$ cat src/rtl/operand_serial_shift_reg.sv
// rtl/operand_serial_shift_reg.sv - parallel-in/serial-out operand register for the serial adder
// Loads a WIDTH-bit operand (optionally inverted for subtract) and streams it one bit per enabled edge.
module operand_serial_shift_reg #(
    parameter int WIDTH     = 8,
    parameter bit LSB_FIRST = 1'b1
) (
    input  logic                       CLK,
    input  logic                       R,
    input  logic                       L,
    input  logic [WIDTH-1:0]           Load,
    input  logic                       INV,
    input  logic                       EN,
    output logic                       Sout,
    output logic                       Cin,
    output logic                       VALID,
    output logic                       DONE,
    output logic [$clog2(WIDTH+1)-1:0] CNT
);

    localparam int CW = $clog2(WIDTH+1);

    typedef enum logic [1:0] {
        ST_IDLE  = 2'd0,
        ST_SHIFT = 2'd1,
        ST_DONE  = 2'd2
    } state_t;

    state_t           state;
    logic [WIDTH-1:0] sreg;
    logic [CW-1:0]    cnt;
    logic             inv_q;
    logic             head;

    // Load wins over shift, so a reload on the last consuming edge never reaches DONE.
    always_ff @(posedge CLK or posedge R) begin
        if (R) begin
            state <= ST_IDLE;
            sreg  <= '0;
            cnt   <= '0;
            inv_q <= 1'b0;
        end else if (L) begin
            state <= ST_SHIFT;
            sreg  <= INV ? ~Load : Load;
            cnt   <= '0;
            inv_q <= INV;
        end else begin
            case (state)
                ST_SHIFT: begin
                    if (EN) begin
                        sreg <= LSB_FIRST ? {1'b0, sreg[WIDTH-1:1]} : {sreg[WIDTH-2:0], 1'b0};
                        cnt  <= cnt + 1'b1;
                        if (cnt == CW'(WIDTH-1)) begin
                            state <= ST_DONE;
                        end
                    end
                end
                default: begin
                end
            endcase
        end
    end

    assign head  = LSB_FIRST ? sreg[0] : sreg[WIDTH-1];
    assign VALID = (state == ST_SHIFT);
    assign DONE  = (state == ST_DONE);
    assign Sout  = VALID & head;
    assign Cin   = VALID & inv_q & (cnt == '0);
    assign CNT   = cnt;

endmodule

$ cat config.mk
export PLATFORM = sky130hd
export DESIGN_NAME = operand_serial_shift_reg
export DESIGN_NICKNAME = d
export VERILOG_FILES = /design/src/rtl/operand_serial_shift_reg.sv
export SDC_FILE = /design/constraint.sdc
export NUM_CORES = 1
export LEC_CHECK = 0
export ABC_CLOCK_PERIOD_IN_PS = 1430
export CAP_MARGIN = 20
export CORE_MARGIN = 3
export CORE_UTILIZATION = 46
export CTS_CLUSTER_DIAMETER = 200
export DETAILED_ROUTE_END_ITERATION = 16
export HOLD_SLACK_MARGIN = 0.12
export PLACE_DENSITY = 0.77
export SLEW_MARGIN = 20
export SYNTH_ARGS = -nofsm -noshare
export SYNTH_HDL_FRONTEND = slang
export SYNTH_SLANG_ARGS = --single-unit
$ cat constraint.sdc
create_clock -name CLK -period 1.43 [get_ports CLK]
set_input_delay 0.286 -clock CLK [delete_from_list [all_inputs] [get_ports CLK]]
set_output_delay 0.286 -clock CLK [all_outputs]
set_load 0.1 [all_outputs]
==> summary.md, run 1 <==
| Metric | Value |
|---|---|
| Status | `complete, but fails checks` |
| Failing checks | `setup timing` |
| Power, Total | `0.00107 W` |
| Vias per cell | `roughly 5.3` |
| Gr usage total | `0.167` |
| Ports | `21` |
| Core Util, Final | `0.835` |
| Most common cell after layout, fill and taps aside | `nand2_1` |
| Initial antenna violation count | `0` |
| DR iter-0 viols | `14` |
| Seq cells post-synth | `15` |
| Clk Latency, worst-skew pair | `0.28 ns` |
| Syn-to-layout area delta | `66.4%` |
| Max cap viols | `0` |
| Register area share after synthesis | `0.480` |
| TritonCTS clock tree | `yes` |
| Row cnt | `14` |
| Largest net degree at the start of global routing | `15` |
| Sequential cell area | `a little under 400 um^2` |
| Total nets after synthesis | `97` |
| Global-route wire length before repair | `2.69 mm` |
| Multi-input gate area | `424 um^2` |
| # setup viols final | `6` |
| CTS Sinks | `15` |
| Cts hold-fix bufs | `0` |
| Residual DRC count | `0` |
| Hold/Removal Path Class | `primary input to async pin` |
| Max stage delay on crit path | `0.51 ns` |
| Port bufs | `20` |
| Antenna cells | `0` |
| Post-synth cell types | `23` |
| Async S/R FF share, synth | `1.00` |
| Synth warn | `0` |
| Routed length per instance | `12.7 um` |
| Commonest cells after routing, fill and taps aside | `nand2_1, dfrtp_1, clkdlybuf4s50_1, buf_4, a21oi_1` |
| Max Fclk | `595 MHz` |
| Buffers plus inverters on the worst setup path | `2` |
| WP data required | `1.14 ns` |
| Core footprint | `1560 um^2` |
| Number of flops mapped to enable cells by yosys | `0` |
| Die W | `47.2 um` |
| Slew Limit Fails | `0` |
| Post-synth top flop | `dfrtp_1` |
| Global route total overflow | `0` |
| Pwr dens | `825 nW/um^2` |
| Root buf cell | `clkbuf_4` |
| Cells after Synth | `82` |
| Layout cell share with drive strength beyond 1 | `0.359` |
| Number of global-route vias before repair | `around 640` |
| Antenna-violating nets left | `0` |
| Nets | `133` |
| Crit-path cells | `inv_4, ha_4, nor3b_4, buf_12` |
| Final Hold Viols | `0` |
| Leakage Power | `between 0.5 and 0.6 nW` |
| Longest Clk Path Bufs | `2` |
| Via count | `711` |
| Worst Setup End Kind | `output pin` |
| Final TNS setup | `-0.526 ns` |
| Worst path slowest cell | `dfrtp_4` |
| Critical Setup Path Class | `register to output pin` |
| Die area | `2230 um^2` |
| Detailed Routing Iterations Pass 1 | `4` |
| CP Max Fanout | `2` |
| Max transition margin | `0.838` |
| Nature of the critical path startpoint | `register` |
| Syn avg cell area | `9.54 um^2` |
| Mapped Area | `782 um^2` |
| Final critical-path share of the clock period | `1.17` |
| DP Wirelength | `1.27 mm` |
| Worst-margin pin slew | `0.243 ns` |
| Start point of the critical path | `CNT[0]$_DFFE_PP0P_` |
| VDD IR max | `0.782 mV` |
| Final GP Congestion | `0.706` |
| Worst-path clk slew | `0.09 ns` |
| Clk_skew | `a little under 0.0003 ns` |
| FILL cells | `88` |
| Post-Route WL | `1.69 mm` |
| Unrepaired setup endpoints after global routing | `yes` |
| TritonCTS Buffers | `3` |
| CP top delay family | `flip-flops` |
| H-tree depth | `1` |
| Setup ws final | `-0.249 ns` |
| Critical Path AT | `1.39 ns` |
| Initial Utilization | `0.502` |
| Die height | `about 47 um` |
| Worst r2r src | `CNT[0]$_DFFE_PP0P_` |
| Final min period | `1.68 ns` |
==> metal layers <==
layer / wire (um) / up-vias / global-route usage
li1: - / 349 / -
met1: 758 / 336 / 0.210
met5: 0 / - / 0
met4: 21 / 0 / 0.0608
met2: 839 / 22 / 0.281
met3: 66 / 4 / 0.0345
==> logic make-up after synthesis <==
kind of cell | share of synthesized area
xor gates and xnor gates | 0.101
and+or+nand+nor | 0.165
buffers and inverters | 0.0480
DFF | 0.480
muxes | 0.0144
adders and majority gates | 0.0320
AOI/OAI and AO/OA | 0.160
==> what timing repair did <==
action,4_1_cts,5_1_grt
pin swaps,1,1
gates cloned,0,0
endpoints found under the setup margin,4,9
gates resized for setup,7,7
setup buffers,3,1
==> where the power goes <==
| group | total [W] | switching, W | internal (W) |
|---|---|---|---|
| combinational | 0.000349 | 0.000185 | 0.000163 |
| sequential | 0.000484 | 0.0000222 | 0.000462 |
| clock | 0.000241 | 0.000137 | 0.000104 |
| total | 0.00107 | 0.000344 | 0.000729 |
==> sequential cells by signal (all words and copies together), names as in the netlist <==
register	flops
sreg	8
CNT	4
inv_q	1
state	2
==> path summary, 6_finish.rpt <==
path | endpoint | slack, ns | cells after the start
min in group CLK | inv_q$_DFFE_PP0P_ | 0.52 | 1
hold / removal | CNT[1]$_DFFE_PP0P_ | 0.18 | 2
setup / recovery | Cin | -0.25 | 4
setup reg to reg | state[0]$_DFFE_PP0P_ | -0.03 | 5
hold reg to reg | inv_q$_DFFE_PP0P_ | 0.52 | 1
max in group asynchronous | state[0]$_DFFE_PP0P_ | 0.87 | 3
==> Yosys cell counts (all sizes together), types with 2 or more instances <==
library cell,number,share of area
clkbuf,2,0.0096
ha,2,0.032
xnor2,7,0.078
inv,4,0.019
xor2,2,0.022
nor2,2,0.0096
nand2,13,0.062
nand3b,2,0.019
dfrtp,15,0.48
o21ai,2,0.013
a22oi,7,0.067
buf,3,0.019
a21oi,11,0.070
==> worst reg2reg max path, delay by kind of cell (launching register included) <==
family / cells / cell delay (ns)
adder cells (fa/ha/maj): 1 / 0.11
buffers and inverters: 1 / 0.12
AND/OR/NAND/NOR: 2 / 0.51
AO/OA/AOI/OAI: 1 / 0.16
flip-flops: 1 / 0.45
==> stage by stage <==
stage | area [um^2] | setup slack, ns | instances | hold slack [ns]
global route | 1300 | -0.309 | 133 | 0.205
global placement | 1200 | -0.143 | 125 | 0.478
detailed placement | 1200 | -0.178 | 125 | 0.490
finish | 1300 | -0.249 | 133 | 0.181
CTS | 1270 | -0.264 | 132 | 0.184
floorplan | 823 | -0.877 | 82 | 0.187
==> final cells by class <==
cell class,instances,share of cell area
inverter,4,0.0135
clock buffer,3,0.0173
tap,16,0.0154
multi-input combinational,58,0.326
timing repair buffer,36,0.329
sequential,15,0.295
clock inverter,1,0.00385
(Power assumes the default switching activity.)
==> run 2, diff against run 1 <==
--- a/config.mk
+++ b/config.mk
@@ -11,7 +11,7 @@
 export CORE_UTILIZATION = 46
 export CTS_CLUSTER_DIAMETER = 200
 export DETAILED_ROUTE_END_ITERATION = 16
-export HOLD_SLACK_MARGIN = 0.12
+export HOLD_SLACK_MARGIN = 0.06
 export PLACE_DENSITY = 0.77
 export SLEW_MARGIN = 20
 export SYNTH_ARGS = -nofsm -noshare
==> results of run 2 <==
Same layout as run 1: the final DEF is identical, and so are final timing and power.
